===== src/rtl/led_sched_pkg.sv =====
// Shared types, constants and pattern tables for the LED pattern scheduler.
//   mode_e        : displayed pattern (IDLE / SWEEP / BLINK)
//   SWEEP_CODE    : DIP code that selects the sweep pattern
//   OFF_CODE      : DIP code that selects the idle (all-off) state
//   pattern_bits  : (mode, step) -> logical LED value, 1 = lit
//   last_step     : final step index of a pattern
package led_sched_pkg;

  typedef enum logic [1:0] {
    IDLE  = 2'b00,
    SWEEP = 2'b01,
    BLINK = 2'b10
  } mode_e;

  localparam logic [3:0]  SWEEP_CODE = 4'b0110;
  localparam logic [3:0]  OFF_CODE   = 4'b0000;

  localparam int unsigned SWEEP_LEN  = 8;
  localparam int unsigned BLINK_LEN  = 6;
  localparam int unsigned STEP_W     = 3;
  localparam int unsigned LED_W      = 4;
  localparam int unsigned DIP_W      = 4;

  // Final step index of a pattern; IDLE has no steps.
  function automatic logic [STEP_W-1:0] last_step(input mode_e m);
    logic [STEP_W-1:0] res;
    res = '0;
    case (m)
      SWEEP:   res = STEP_W'(SWEEP_LEN - 1);
      BLINK:   res = STEP_W'(BLINK_LEN - 1);
      default: res = '0;
    endcase
    return res;
  endfunction

  // Logical LED value (1 = lit) for a given pattern step.
  function automatic logic [LED_W-1:0] pattern_bits(input mode_e m,
                                                    input logic [STEP_W-1:0] s);
    logic [LED_W-1:0] res;
    res = '0;
    case (m)
      SWEEP: begin
        case (s)
          3'd0:    res = 4'b0001;
          3'd1:    res = 4'b0010;
          3'd2:    res = 4'b0100;
          3'd3:    res = 4'b1000;
          3'd4:    res = 4'b0100;
          3'd5:    res = 4'b0010;
          3'd6:    res = 4'b0001;
          default: res = 4'b0000;
        endcase
      end
      // Even steps dark, odd steps fully lit.
      BLINK:   res = s[0] ? 4'b1111 : 4'b0000;
      default: res = 4'b0000;
    endcase
    return res;
  endfunction

endpackage


===== src/rtl/led_pattern_scheduler_if.sv =====
// Board-side signal bundle of the LED pattern scheduler.
//   dip      : raw DIP switches (asynchronous to clk)
//   led      : LED pin levels
//   mode     : current pattern (00 IDLE, 01 SWEEP, 10 BLINK)
//   step     : step index within the current pattern
//   pat_done : one-cycle pulse on a pattern boundary
// master = board/environment side, slave = scheduler side.
interface led_pattern_scheduler_if;
  import led_sched_pkg::*;

  logic [DIP_W-1:0]  dip;
  logic [LED_W-1:0]  led;
  logic [1:0]        mode;
  logic [STEP_W-1:0] step;
  logic              pat_done;

  modport master (
    output dip,
    input  led,
    input  mode,
    input  step,
    input  pat_done
  );

  modport slave (
    input  dip,
    output led,
    output mode,
    output step,
    output pat_done
  );

endinterface


===== src/rtl/led_dip_debounce.sv =====
// DIP switch synchronizer and tick-based debouncer.
//   clk, rst_n : clock, asynchronous active-low reset
//   tick       : sampling strobe from the prescaler
//   dip_raw    : raw DIP switches, asynchronous to clk
//   dip_deb    : debounced DIP value, registered
// A new value is accepted once DEB_TICKS consecutive tick samples agree.
module led_dip_debounce #(
  parameter int unsigned DEB_TICKS = 2
) (
  input  logic       clk,
  input  logic       rst_n,
  input  logic       tick,
  input  logic [3:0] dip_raw,
  output logic [3:0] dip_deb
);

  localparam int unsigned RUN_W = $clog2(DEB_TICKS + 1);

  logic [3:0]       sync1;
  logic [3:0]       sync2;
  logic [3:0]       cand;
  logic [RUN_W-1:0] run;
  logic [RUN_W-1:0] run_nxt_c;

  // Length of the run of equal samples including the current one; saturates.
  always_comb begin
    run_nxt_c = RUN_W'(1);
    if (sync2 == cand) begin
      if (run == RUN_W'(DEB_TICKS)) begin
        run_nxt_c = run;
      end else begin
        run_nxt_c = run + RUN_W'(1);
      end
    end
  end

  // Two-flop synchronizer plus run tracking on each tick.
  always_ff @(posedge clk or negedge rst_n) begin
    if (!rst_n) begin
      sync1   <= '0;
      sync2   <= '0;
      cand    <= '0;
      run     <= '0;
      dip_deb <= '0;
    end else begin
      sync1 <= dip_raw;
      sync2 <= sync1;
      if (tick) begin
        cand <= sync2;
        run  <= run_nxt_c;
        if (run_nxt_c >= RUN_W'(DEB_TICKS)) begin
          dip_deb <= sync2;
        end
      end
    end
  end

endmodule


===== src/rtl/led_pattern_scheduler.sv =====
// LED pattern scheduler for the 4-LED bank.
//   clk, rst_n : 48 MHz clock, asynchronous active-low reset
//   bus        : board-side bundle (dip in; led, mode, step, pat_done out)
// A prescaler produces the step tick. Patterns advance one step per tick and
// the next pattern is chosen from the debounced DIP only at a pattern
// boundary; after SWEEP_REPEAT consecutive sweeps a blink pass is forced.
module led_pattern_scheduler
  import led_sched_pkg::*;
#(
  parameter int unsigned TICK_DIV       = 4800000,
  parameter int unsigned SWEEP_REPEAT   = 2,
  parameter int unsigned DEB_TICKS      = 2,
  parameter bit          LED_ACTIVE_LOW = 1'b1
) (
  input  logic                  clk,
  input  logic                  rst_n,
  led_pattern_scheduler_if.slave bus
);

  localparam int unsigned PS_W  = (TICK_DIV > 1) ? $clog2(TICK_DIV) : 1;
  localparam int unsigned CNT_W = $clog2(SWEEP_REPEAT + 1);
  localparam logic [LED_W-1:0] LED_OFF = LED_ACTIVE_LOW ? 4'b1111 : 4'b0000;

  logic [PS_W-1:0]   ps_cnt;
  logic              tick_c;
  logic [DIP_W-1:0]  dip_deb;

  mode_e             mode_q,     mode_d;
  logic [STEP_W-1:0] step_q,     step_d;
  logic [CNT_W-1:0]  sweep_cnt_q, sweep_cnt_d;
  logic [LED_W-1:0]  led_q,      led_d;
  logic              pat_done_q, pat_done_d;

  mode_e             dec_mode_c;
  logic [CNT_W-1:0]  dec_cnt_c;

  // Logical pattern value to pin level.
  function automatic logic [LED_W-1:0] to_pin(input logic [LED_W-1:0] lit);
    return LED_ACTIVE_LOW ? ~lit : lit;
  endfunction

  // Step tick prescaler: one-cycle tick at count TICK_DIV-1, then wrap.
  assign tick_c = (ps_cnt == PS_W'(TICK_DIV - 1));

  always_ff @(posedge clk or negedge rst_n) begin
    if (!rst_n) begin
      ps_cnt <= '0;
    end else if (tick_c) begin
      ps_cnt <= '0;
    end else begin
      ps_cnt <= ps_cnt + PS_W'(1);
    end
  end

  led_dip_debounce #(
    .DEB_TICKS (DEB_TICKS)
  ) u_deb (
    .clk     (clk),
    .rst_n   (rst_n),
    .tick    (tick_c),
    .dip_raw (bus.dip),
    .dip_deb (dip_deb)
  );

  // Next-pattern decision from the debounced DIP and the sweep run count.
  always_comb begin
    dec_mode_c = IDLE;
    dec_cnt_c  = '0;
    if (dip_deb == OFF_CODE) begin
      dec_mode_c = IDLE;
      dec_cnt_c  = '0;
    end else if ((dip_deb == SWEEP_CODE) &&
                 (sweep_cnt_q < CNT_W'(SWEEP_REPEAT))) begin
      dec_mode_c = SWEEP;
      dec_cnt_c  = sweep_cnt_q + CNT_W'(1);
    end else begin
      // Other codes, or the forced interlude after a full sweep run.
      dec_mode_c = BLINK;
      dec_cnt_c  = '0;
    end
  end

  // Pattern FSM state register.
  always_ff @(posedge clk or negedge rst_n) begin
    if (!rst_n) begin
      mode_q      <= IDLE;
      step_q      <= '0;
      sweep_cnt_q <= '0;
      led_q       <= LED_OFF;
      pat_done_q  <= 1'b0;
    end else begin
      mode_q      <= mode_d;
      step_q      <= step_d;
      sweep_cnt_q <= sweep_cnt_d;
      led_q       <= led_d;
      pat_done_q  <= pat_done_d;
    end
  end

  // Pattern FSM next state; everything holds between ticks.
  always_comb begin
    mode_d      = mode_q;
    step_d      = step_q;
    sweep_cnt_d = sweep_cnt_q;
    led_d       = led_q;
    pat_done_d  = 1'b0;
    if (tick_c) begin
      case (mode_q)
        IDLE: begin
          mode_d      = dec_mode_c;
          sweep_cnt_d = dec_cnt_c;
          step_d      = '0;
          led_d       = to_pin(pattern_bits(dec_mode_c, '0));
        end
        SWEEP, BLINK: begin
          if (step_q < last_step(mode_q)) begin
            step_d = step_q + STEP_W'(1);
            led_d  = to_pin(pattern_bits(mode_q, step_q + STEP_W'(1)));
          end else begin
            // Boundary: the decision sees the debounced DIP held before this edge.
            pat_done_d  = 1'b1;
            mode_d      = dec_mode_c;
            sweep_cnt_d = dec_cnt_c;
            step_d      = '0;
            led_d       = to_pin(pattern_bits(dec_mode_c, '0));
          end
        end
        default: begin
          mode_d      = IDLE;
          step_d      = '0;
          sweep_cnt_d = '0;
          led_d       = LED_OFF;
        end
      endcase
    end
  end

  assign bus.led      = led_q;
  assign bus.mode     = mode_q;
  assign bus.step     = step_q;
  assign bus.pat_done = pat_done_q;

endmodule


===== src/flat_wrapper.sv =====
// flat-port wrapper written by rule: the top's interface ports become plain ports
module led_pattern_scheduler_flat import led_sched_pkg::*;
#(
  parameter int unsigned TICK_DIV       = 4800000,
  parameter int unsigned SWEEP_REPEAT   = 2,
  parameter int unsigned DEB_TICKS      = 2,
  parameter bit          LED_ACTIVE_LOW = 1'b1
)
  (clk, rst_n, bus_dip, bus_led, bus_mode, bus_step, bus_pat_done);
  led_pattern_scheduler_if bus_i ();
  input  logic clk;
  input  logic rst_n;
  input wire logic [$bits(bus_i.dip)-1:0] bus_dip;
  output wire logic [$bits(bus_i.led)-1:0] bus_led;
  output wire logic [$bits(bus_i.mode)-1:0] bus_mode;
  output wire logic [$bits(bus_i.step)-1:0] bus_step;
  output wire logic [$bits(bus_i.pat_done)-1:0] bus_pat_done;
  assign bus_i.dip = bus_dip;
  assign bus_led = bus_i.led;
  assign bus_mode = bus_i.mode;
  assign bus_step = bus_i.step;
  assign bus_pat_done = bus_i.pat_done;
  led_pattern_scheduler #(.TICK_DIV(TICK_DIV), .SWEEP_REPEAT(SWEEP_REPEAT), .DEB_TICKS(DEB_TICKS), .LED_ACTIVE_LOW(LED_ACTIVE_LOW)) u_core (.clk(clk), .rst_n(rst_n), .bus(bus_i));
endmodule

===== config.mk =====
export PLATFORM = sky130hd
export DESIGN_NAME = led_pattern_scheduler_flat
export DESIGN_NICKNAME = d
export VERILOG_FILES = /design/src/rtl/led_sched_pkg.sv /design/src/rtl/led_pattern_scheduler_if.sv /design/src/rtl/led_dip_debounce.sv /design/src/rtl/led_pattern_scheduler.sv /design/src/flat_wrapper.sv
export SDC_FILE = /design/constraint.sdc
export NUM_CORES = 1
export LEC_CHECK = 0
export CAP_MARGIN = 20
export CELL_PAD_IN_SITES_DETAIL_PLACEMENT = 1
export CELL_PAD_IN_SITES_GLOBAL_PLACEMENT = 1
export CORE_MARGIN = 1
export CORE_UTILIZATION = 50
export DETAILED_ROUTE_END_ITERATION = 10
export PLACE_DENSITY = 0.92
export SLEW_MARGIN = 20
export SYNTH_ARGS = -nofsm -noshare
export SYNTH_HDL_FRONTEND = slang
export SYNTH_SLANG_ARGS = --single-unit

===== constraint.sdc =====
create_clock -name clk -period 5.9 [get_ports clk]
set_input_delay 0.59 -clock clk [delete_from_list [all_inputs] [get_ports clk]]
set_output_delay 0.59 -clock clk [all_outputs]
set_load 0.05 [all_outputs]

==> results of run 1 <==
## registers in the layout, summed over array words and instances, names as in the netlist
name / cells
u_core.u_deb.cand: 4
u_core.u_deb.dip_deb: 4
u_core.u_deb.sync1: 4
u_core.bus.pat_done: 1
u_core.u_deb.sync2: 4
u_core.bus.led: 4
u_core.bus.step: 3
u_core.ps_cnt: 23
u_core.u_deb.run: 2
u_core.bus.mode: 2
u_core.sweep_cnt_q: 2
## layout make-up
class	instances	area, um2
Fill cell	530	1904
Timing Repair Buffer	17	160.2
Multi-Input combinational cell	162	1114
Clock buffer	6	82.58
Inverter	11	41.29
Clock inverter	2	37.54
Tap cell	67	83.83
Sequential cell	53	1331
## worst max-delay path: stages (launching register included)
cell	delay (ns)
sky130_fd_sc_hd__dfrtp_1	0.45
sky130_fd_sc_hd__inv_1	0.10
sky130_fd_sc_hd__ha_1	0.34
sky130_fd_sc_hd__inv_1	0.12
sky130_fd_sc_hd__ha_1	0.34
sky130_fd_sc_hd__nand2_1	0.06
sky130_fd_sc_hd__o21ai_0	0.48
sky130_fd_sc_hd__a311oi_1	0.12
sky130_fd_sc_hd__a2111oi_0	0.50
sky130_fd_sc_hd__nor2_1	0.08
## through the flow
| stage | setup WS [ns] | util (%) | hold slack, ns |
|---|---|---|---|
| 2_1_floorplan | 3.308 | - | 0.2944 |
| 3_3_place_gp | 3.495 | 57.42 | 0.3320 |
| 3_5_place_dp | 3.334 | 57.42 | 0.3358 |
| 4_1_cts | 3.295 | 59.95 | 0.3576 |
| 5_1_grt | 2.991 | 59.95 | 0.3746 |
| 6_report | 3.252 | 59.95 | 0.3552 |
## routing by layer
| layer | vias to the layer above | GRT usage (%) |
|---|---|---|
| met2 | 26 | 41.95 |
| met5 | - | 0 |
| met1 | 906 | 27.60 |
| li1 | 824 | - |
| met3 | 7 | 4.444 |
| met4 | 0 | 6.972 |
## cell usage in the layout, fill, tap and decap left out, types with 6 or more instances in the layout
| cell type | netlist | layout |
|---|---|---|
| sky130_fd_sc_hd__a21oi_1 | 8 | 8 |
| sky130_fd_sc_hd__clkbuf_8 | 0 | 6 |
| sky130_fd_sc_hd__clkdlybuf4s50_1 | 0 | 14 |
| sky130_fd_sc_hd__dfrtp_1 | 49 | 49 |
| sky130_fd_sc_hd__ha_1 | 11 | 11 |
| sky130_fd_sc_hd__inv_1 | 11 | 11 |
| sky130_fd_sc_hd__mux2_2 | 8 | 8 |
| sky130_fd_sc_hd__nand2_1 | 27 | 27 |
| sky130_fd_sc_hd__nand3_1 | 6 | 6 |
| sky130_fd_sc_hd__nand4_1 | 7 | 7 |
| sky130_fd_sc_hd__nor2_1 | 24 | 24 |
| sky130_fd_sc_hd__o21ai_0 | 9 | 9 |
| sky130_fd_sc_hd__xnor2_1 | 9 | 9 |
| sky130_fd_sc_hd__xor2_1 | 13 | 13 |
## how the worst max path moves through the flow
stage	start	endpoint	slack [ns]	cells after the start
2_1_floorplan	u_core.bus.mode[0]	u_core.bus.mode[0]	3.31	8
3_3_place_gp	u_core.bus.mode[0]	u_core.bus.mode[0]	3.49	8
3_5_place_dp	u_core.bus.mode[0]	u_core.bus.led[0]	3.33	9
4_1_cts	u_core.bus.mode[0]	u_core.bus.led[0]	3.29	9
5_1_grt	u_core.bus.mode[0]	u_core.bus.led[0]	2.99	9
6_report	u_core.bus.mode[0]	u_core.bus.led[0]	3.25	9
## power by group
| group | switching (mW) | total (mW) | internal [mW] |
|---|---|---|---|
| registers | 0.00184 | 0.368 | 0.366 |
| clock network | 0.121 | 0.259 | 0.138 |
| logic | 0.00769 | 0.0113 | 0.00360 |
## kinds of logic (layout without fill, tap and decap cells)
logic type	Yosys count	in the layout
mux	8	8
flops	53	53
xor+xnor	22	22
simple gates	92	92
buf+inv	14	36
fa+ha+maj	11	11
compound gates	29	29
==> reports/metrics.cfg, run 1 <==
[run_status]
outcome = complete, no violations

[final_layout]
finalInstanceArea_mm2 = 0.002850
drive_gt1_share_pct = 13.55
finish.net_count = 267
ant_cells = 0
final_cells = 318
syn_to_final_growth_pct = 14.47

[drt]
post_detailed_route_wirelength_per_cell_um = 16.75
vias = 1763
met2_length_mm = 2.834
final_antenna_net_count = 0
avgViaCountPerCell = 5.544
detail_route.wirelength.met1_mm = 2.287
first_iter_violations = 73
drtPass1Iterations = 4
route.top_layer_used = met4
wirelength_mm = 5.325
drcViolationCount = 0
wl_met3_um = 142

[synthesis]
yosys.area_share.simple_pct = 20.35
biggest_area_contributors_in_the_synthesized_netlist = sky130_fd_sc_hd__dfrtp_1 (49%), sky130_fd_sc_hd__ha_1 (5.5%), sky130_fd_sc_hd__xor2_1 (4.6%), sky130_fd_sc_hd__dfstp_2 (4.2%), sky130_fd_sc_hd__nand2_1 (4.1%)
postSynthCellCount = 229
synth.mux.area_fraction_pct = 3.618
synth.most_common_cell = sky130_fd_sc_hd__dfrtp_1
post_synth_fa_ha_maj_area_fraction_pct = 5.528
ys.flop_type = sky130_fd_sc_hd__dfrtp_1
ys_types = 45
synthDominantAreaCellType = sky130_fd_sc_hd__dfrtp_1
yosys_warnings = 0
synth_compound_area_share_pct = 7.136
synth-edff-count = 0
synthesis.area_mm2 = 0.002490
synthTopCellsByCount = sky130_fd_sc_hd__dfrtp_1 (49), sky130_fd_sc_hd__nand2_1 (27), sky130_fd_sc_hd__nor2_1 (24), sky130_fd_sc_hd__xor2_1 (13)
post_synth.cell_area_avg_um2 = 10.87
post-synth-top-area-fraction_pct = 49.25
synth-async-reset-ratio_pct = 100.0
largest_family_of_logic_cells_by_synthesized_area = simple AND/OR/NAND/NOR gates
syn_nets = 246
seq_total_area_yosys_pct = 53.47
postSynthRegisterBits = 53
synth_xor_area_share_pct = 7.739

[worst_setup_path]
cp_max_fo = 6
timing.critical_path.required_ns = 6.13
worst_setup_path_start_kind = flip-flop
regToRegSetupSlack_ns = 3.25
rr_endpoint = u_core.bus.led[0]
critical_path_class = reg2reg
reg2regPathDepth = 9
rr_startpoint = u_core.bus.mode[0]
signal_arrival_time_at_the_worst_endpoint_ns = 2.88
worstSetupEndpointType = flip-flop

[placed_design]
numPortBuffers = 15
dpl.cell_count = 310
detailed_place_hpwl_mm = 3.576
globalplace.congestion = 0.7577
detailed_place.area_mm2 = 0.002730

[global_routing]
overflow = 0
grt_first_pass_wirelength_mm = 9.094
grt_max_degree = 54
first_global_vias = 1921
grt_util_all_layers_pct = 23.08
antenna_found_initial = 0

[hold_path]
hold-path-endpoint = u_core.u_deb.sync2[0]
hold_path_startpoint = u_core.u_deb.sync1[0]
worstHoldPathType = reg2reg
cell_depth_of_the_worst_min_delay_path = 0

[clocking]
cts-htree-levels = 2
clock_latency_reported_for_the_late_side_of_the_worst_skew_pair_ns = 0.31
cts-hold-fix-buffers = 0
tritoncts.num_buffers = 5
clk_pin_slew_worst_setup_hold_paths_ns = 0.09
post-cts-setup-buffer-count = 0
cts-root-to-sink-buffers = 2
cts.root.buffer_cell = sky130_fd_sc_hd__clkbuf_8
cts.sink_count = 53
postCtsResizedCells = 0
tritoncts = yes

[timing]
layout_min_cycle_time_ns = 2.648
setup_viol = 0
fmaxAchievable_ghz = 0.3776
tightestPinTransition_ns = 0.6639
hold_viol = 0
layout_worst_path_cycle_share_pct = 44.88
tns_ns = 0
grt_setup_unrepaired = no
relSlewSlack_pct = 55.74
slew_violations = 0
clock_skew_ns = 0.01193

[die]
start_util_pct = 52.37
die_h_um = 72.57
std_cell_rows = 25
dieWidth_um = 72.57
area_of_the_core_mm2 = 0.004755
io_pins = 16
dieArea_mm2 = 0.005266

[pwr]
total_power_mw = 0.6375
p_leak_nw = 1.245
p_per_area_mw_per_mm2 = 223.7
worst_ir_drop_vdd_mv = 0.1488

[job]
max-cap-violations = 0

Power figures use the tool's default switching activity.
==> inputs of run 2 (changes only) <==
--- a/config.mk
+++ b/config.mk
@@ -9,9 +9,9 @@
 export CELL_PAD_IN_SITES_DETAIL_PLACEMENT = 1
 export CELL_PAD_IN_SITES_GLOBAL_PLACEMENT = 1
 export CORE_MARGIN = 1
-export CORE_UTILIZATION = 50
+export CORE_UTILIZATION = 47
 export DETAILED_ROUTE_END_ITERATION = 10
-export PLACE_DENSITY = 0.92
+export PLACE_DENSITY = 0.88
 export SLEW_MARGIN = 20
 export SYNTH_ARGS = -nofsm -noshare
 export SYNTH_HDL_FRONTEND = slang
==> constraint.sdc (replaced) <==
create_clock -name clk -period 2.5 [get_ports clk]
set_input_delay 0.25 -clock clk [delete_from_list [all_inputs] [get_ports clk]]
set_output_delay 0.25 -clock clk [all_outputs]
set_load 0.05 [all_outputs]
==> run 2 against run 1 <==
Sequential power grew 140%. Clock-buffer cell count shrank 1. Fmax grew 14%. Critical path depth shrank 4. Global-route usage shrank 1.1 points. Total power grew 140%. Cell area grew 1.4%. Core utilization shrank 3.4 points. Register-to-register slack lost 3.1 ns. Die area grew 6.2%.
==> reports/metrics.cfg, run 2 (synthesis results as in run 1) <==
[pwr]
internal_power_mw = 1.181  ; +130%
p_comb_share_pct = 2.0  ; +0.2 points
power.share.switching_pct = 21.19  ; +0.80 points
power_frac_clock_pct = 40.2  ; -0.4 points
power.sequential.fraction_pct = 57.9  ; +0.2 points
switchingPower_mw = 0.3177  ; +140%
p_per_area_mw_per_mm2 = 518.8  ; +130%
p_leak_nw = 1.259  ; +1.1%
worst_ir_drop_vdd_mv = 0.3578  ; +140%

[placed_design]
dpl.cell_count = 315  ; +1.6%
preCtsSetupSlack_ns = 0.06921  ; -3.264 ns
detailed_place_hpwl_mm = 3.758  ; +5.1%
numPortBuffers = 15  ; unchanged
globalplace.congestion = 0.7653  ; +1.0%

[die]
std_cell_rows = 26  ; +4.0%
start_util_pct = 48.75  ; -3.6 points
dieWidth_um = 74.79  ; +3.1%
area_of_the_core_mm2 = 0.005107  ; +7.4%
die_h_um = 74.79  ; +3.1%
dieArea_mm2 = 0.005593  ; +6.2%
io_pins = 16  ; unchanged

[worst_setup_path]
cp_max_fo = 9  ; +3
critical_path_class = reg2reg
worst-path-buf-inv = 0  ; -2
worst_setup_path_start_kind = flip-flop
timing.critical_path.required_ns = 2.73  ; -3.40 ns
worstSetupEndpointType = flip-flop
worst_path_max_delay_cell = sky130_fd_sc_hd__or4_1
critical_path.max_stage_delay_ns = 0.77  ; +0.27 ns
crit_chain = ha_1 > nand4_1 > or4_1 > nor3_2 > a21oi_1
critPathTopFamily = simple AND/OR/NAND/NOR gates
signal_arrival_time_at_the_worst_endpoint_ns = 2.56  ; -0.32 ns

[clocking]
cts.sink_count = 53  ; unchanged
tritoncts.num_buffers = 5  ; unchanged
cts-root-to-sink-buffers = 2  ; unchanged
clock_latency_reported_for_the_late_side_of_the_worst_skew_pair_ns = 0.31  ; about the same
cts-htree-levels = 2  ; unchanged
clk_pin_slew_worst_setup_hold_paths_ns = 0.10  ; about the same
cts.root.buffer_cell = sky130_fd_sc_hd__clkbuf_8
tritoncts = yes

[drt]
drtPass1Iterations = 4  ; unchanged
drcViolationCount = 0  ; unchanged
wirelength_mm = 5.408  ; +1.6%
avgViaCountPerCell = 5.417  ; -2.3%
vias = 1755  ; -0.45%
post_detailed_route_wirelength_per_cell_um = 16.69  ; -0.32%
first_iter_violations = 60  ; -18%
final_antenna_net_count = 0  ; unchanged

[global_routing]
grt_first_pass_wirelength_mm = 9.094  ; unchanged
grt_max_degree = 33  ; -39%
overflow = 0  ; unchanged
grt_util_all_layers_pct = 21.96  ; -1.1 points
first_global_vias = 1865  ; -2.9%
antenna_found_initial = 0  ; unchanged

[timing]
slew_violations = 0  ; unchanged
tightestPinTransition_ns = 0.5765  ; -0.08733 ns
fmaxAchievable_ghz = 0.4291  ; +14%
layout_worst_path_cycle_share_pct = 93.21  ; +48 points
setup_viol = 0  ; unchanged
clock_skew_ns = 0.008485  ; -0.003442 ns
layout_min_cycle_time_ns = 2.330  ; -0.3178 ns
relSlewSlack_pct = 61.02  ; +5.3 points
fin_hold_ws_ns = 0.3573  ; +0.002108 ns
final_critical_path_setup_slack_ns = 0.1698  ; -3.082 ns
hold_viol = 0  ; unchanged
tns_ns = 0  ; unchanged
grt_setup_unrepaired = no

[final_layout]
final_cells = 324  ; +1.9%
syn_to_final_growth_pct = 16.03
final_common_cell = sky130_fd_sc_hd__dfrtp_1
finish.net_count = 270  ; +1.1%
ant_cells = 0  ; unchanged
largest_register_ff_count = 23  ; unchanged
drive_gt1_share_pct = 15.75  ; +2.2 points
largest-register = u_core.ps_cnt
layout.cells.most_common_list = sky130_fd_sc_hd__dfrtp_1 (47), sky130_fd_sc_hd__nand2_1 (27), sky130_fd_sc_hd__nor2_1 (24)
finish.utilization_pct = 56.57  ; -3.4 points

[run_status]
outcome = complete, no violations

[job]
max-cap-violations = 0  ; unchanged

[hold_path]
worstHoldPathType = reg2reg

==> run 2: cell types whose count changed in the layout (fill, tap and decap cells not counted) <==
cell,previous run,this run
sky130_fd_sc_hd__o21ai_2,0,2
sky130_fd_sc_hd__dlygate4sd3_1,0,1
sky130_fd_sc_hd__dfrtp_2,0,2
sky130_fd_sc_hd__inv_8,0,1
sky130_fd_sc_hd__o21ai_0,9,8
sky130_fd_sc_hd__a2111oi_0,2,1
sky130_fd_sc_hd__clkinvlp_4,1,0
sky130_fd_sc_hd__clkinv_4,0,1
sky130_fd_sc_hd__o21ai_1,1,0
sky130_fd_sc_hd__dfrtp_1,49,47
sky130_fd_sc_hd__clkbuf_8,6,5
sky130_fd_sc_hd__buf_4,2,4
sky130_fd_sc_hd__a2111oi_1,0,1
==> run 2: power groups by stage <==
| stage | Combinational (mW) | Clock, mW | Sequential [mW] |
|---|---|---|---|
| final | 0.0294 | 0.602 | 0.868 |
| after global routing | 0.0342 | 0.647 | 0.869 |
| after CTS | 0.0312 | 0.619 | 0.868 |
| after detailed placement | 0.0296 | 0 | 0.884 |
| after global placement | 0.0290 | 0 | 0.884 |
| after floorplan | 0.00237 | 0 | 0.883 |
==> run 2: final timing paths <==
kind | start | depth (start not counted) | slack (ns) | endpoint
worst max-delay path | u_core.ps_cnt[0] | 5 | 0.17 | u_core.bus.led[2]
worst min-delay path | u_core.u_deb.sync1[3] | 0 | 0.36 | u_core.u_deb.sync2[3]
worst max register to register | u_core.ps_cnt[0] | 5 | 0.17 | u_core.bus.led[2]
worst min register to register | u_core.u_deb.sync1[3] | 0 | 0.36 | u_core.u_deb.sync2[3]
max in group asynchronous | rst_n | 3 | 1.66 | u_core.bus.led[2]
min in group asynchronous | rst_n | 3 | 0.43 | u_core.u_deb.sync1[2]
==> run 2: final cells by class <==
cell class,instances,area [um2]
Clock buffer,5,68.82
Clock inverter,3,50.05
Fill cell,570,2218
Inverter,11,41.29
Multi-Input combinational cell,162,1122
Sequential cell,53,1334
Tap cell,70,87.58
Timing Repair Buffer,20,185.2
==> run 2: timing repair <==
action                     CTS  global route
hold buffers                 1             0
hold endpoints to repair    49             0
resized for setup            0             4
setup endpoints to repair    0            10
buffers inserted             0             0
==> run 2: per-layer routing <==
layer	global-route usage [%]	vias up	routed length, um
li1	-	831	-
met1	27.47	896	2337
met2	38.54	20	2863
met3	4.819	8	121
met4	5.870	0	85
met5	0	-	0
==> run 2: metrics by stage <==
step | power (mW) | cell area, um2
2_1_floorplan | 0.8855 | 2492
6_report | 1.499 | 2889
5_1_grt | 1.550 | 2889
3_5_place_dp | 0.9140 | 2751
4_1_cts | 1.518 | 2880
3_3_place_gp | 0.9126 | 2751
==> patch (config.mk and constraints of run 2) <==
`LED_ACTIVE_LOW` is set to 1'b1 in 2 places; all go to 1'b0.
--- a/src/rtl/led_pattern_scheduler.sv
+++ b/src/rtl/led_pattern_scheduler.sv
@@ -12,3 +12,3 @@
   parameter int unsigned DEB_TICKS      = 2,
-  parameter bit          LED_ACTIVE_LOW = 1'b1
+  parameter bit          LED_ACTIVE_LOW = 1'b0
 ) (
--- a/src/flat_wrapper.sv
+++ b/src/flat_wrapper.sv
@@ -6,3 +6,3 @@
   parameter int unsigned DEB_TICKS      = 2,
-  parameter bit          LED_ACTIVE_LOW = 1'b1
+  parameter bit          LED_ACTIVE_LOW = 1'b0
 )
Function: changed (a bounded check fails within 4 cycles, from zero or initial values and one cycle with rst_n low).
==> patch against run 2 <==
- final area rose by 1.8%
- worst hold slack better by 0.0046 ns
- setup slack improved by 0.21 ns
- utilization fell by 0.051 points
- sequential cell count stayed put
- routed wire length decreased by 4.3%
- critical endpoint is now u_core.bus.led[3]
- clock power down 15%
- power down 6.0%
- first-iteration DRC count rose by 58%
- synthesized area rose by 4.0%
==> patch: results (changes against run 2) <==
Post-DP HPWL=3741 um (-0.47%); Psw=0.3297 mW (+3.8%); hold endpoint=u_core.u_deb.sync1[1]; Area after DPL=0.002833 sq mm (+3.0%); Yosys cell types=41 (-8.9%); hold depth=1 (+1); hold slack=0.3618 ns (+0.004574 ns); first-pass GRT wire length=9280 um (+2.0%); final WL=5177 um (-4.3%); number of global-route vias before repair=1,949 (+4.5%); most frequent cells after synthesis=dfrtp_1 (53), nand2_1 (31), nor2_1 (18), ha_1 (14); Setup WS pre-CTS=0.1825 ns (+0.1133 ns); critical path arrival=2.30 ns (-0.26 ns); crit path launch=u_core.bus.mode[1]; GP Congestion=0.8047 (+5.1%); Avg Synthesized Cell Area=10.92 sq um (+0.46%); Max VDD drop=0.3401 mV (-4.9%); reg2reg setup slack=0.38 ns (+0.21 ns); Total GRT Usage=20.44% (-1.5 points); largest cells by area after synthesis=dfrtp_1 (51%), ha_1 (6.8%), nand2_1 (4.5%); sequential share of the synthesized area=51.23% (-2.2 points); Final Net Count=280 (+3.7%); Hold Path Class=in2reg; HP Start=bus_dip[1]; vias per cell=5.462 (+0.84%); layout cells sized above 1=11.11% (-4.6 points); P_leak=1.366 nW (+8.5%); largest net degree at the start of global routing=30 (-9.1%); Worst path slowest cell=dfrtp_1; net count after synthesis=257 (+4.5%); Initial DRC Count=95 (+58%); Vias=1,808 (+3.0%); CP peak stage delay=0.45 ns (-0.32 ns); placed insts=322 (+2.2%); CP delay by family, top=compound AO/OA/AOI/OAI gates; Worst Setup EP=u_core.bus.led[3]; outcome=completed; Setup Skew=0.008518 ns (+0.00003342 ns); First-pass DRT Iterations=4 (unchanged); depth of the CTS H-tree=2 (unchanged)
## patch: cell count changes in the layout (fill, tap and decap cells not counted), moves of 4 or more
cell / before / now
nand3_1: 6 / 13
dfrtp_1: 47 / 53
mux2_2: 8 / 2
nor2_1: 24 / 18
nand4_1: 7 / 2
a21o_1: 4 / 0
dfstp_2: 4 / 0
mux2_4: 0 / 4
mux2i_1: 0 / 4
nand2_1: 27 / 31
nor4_1: 2 / 6
## patch: timing repair
action                     4_1_cts  5_1_grt
setup endpoints to repair        0        3
gates resized for setup          0        1
hold endpoints to repair        20        0
hold buffers                     1        0
## patch: logic make-up after synthesis
group | share of synthesized area [%]
XOR/XNOR | 7.781
multiplexers | 4.737
buffers and inverters | 2.320
flip-flops | 51.23
adder cells (fa/ha/maj) | 6.767
AND/OR/NAND/NOR | 21.27
AO/OA/AOI/OAI | 5.897
## patch: power by group through the flow
stage               logic, mW  registers (mW)  clock network [mW]
finish                 0.0304           0.867               0.511
CTS                    0.0321           0.867               0.529
floorplan             0.00277           0.883                   0
global route           0.0351           0.868               0.558
global placement       0.0297           0.884                   0
detailed placement     0.0305           0.884                   0
## patch: cell type report
class	count	area, sq um
fillers	567	2263
repair buffers	21	192.7
multi-input cells	170	1206
well taps	70	87.58
flip-flops and latches	53	1326
clock inverters	3	26.28
clock buffers	5	68.82
inverters	9	33.78
## patch: per-layer routing
| metal | wire [um] | GRT usage (%) | part of all wire, % | vias to the layer above |
|---|---|---|---|---|
| met5 | 0 | 0 | 0 | - |
| met4 | 117 | 10.00 | 2.3 | 0 |
| met3 | 123 | 4.072 | 2.4 | 9 |
| met2 | 2490 | 32.79 | 48 | 25 |
| met1 | 2445 | 26.48 | 47 | 910 |
| li1 | - | - | - | 864 |
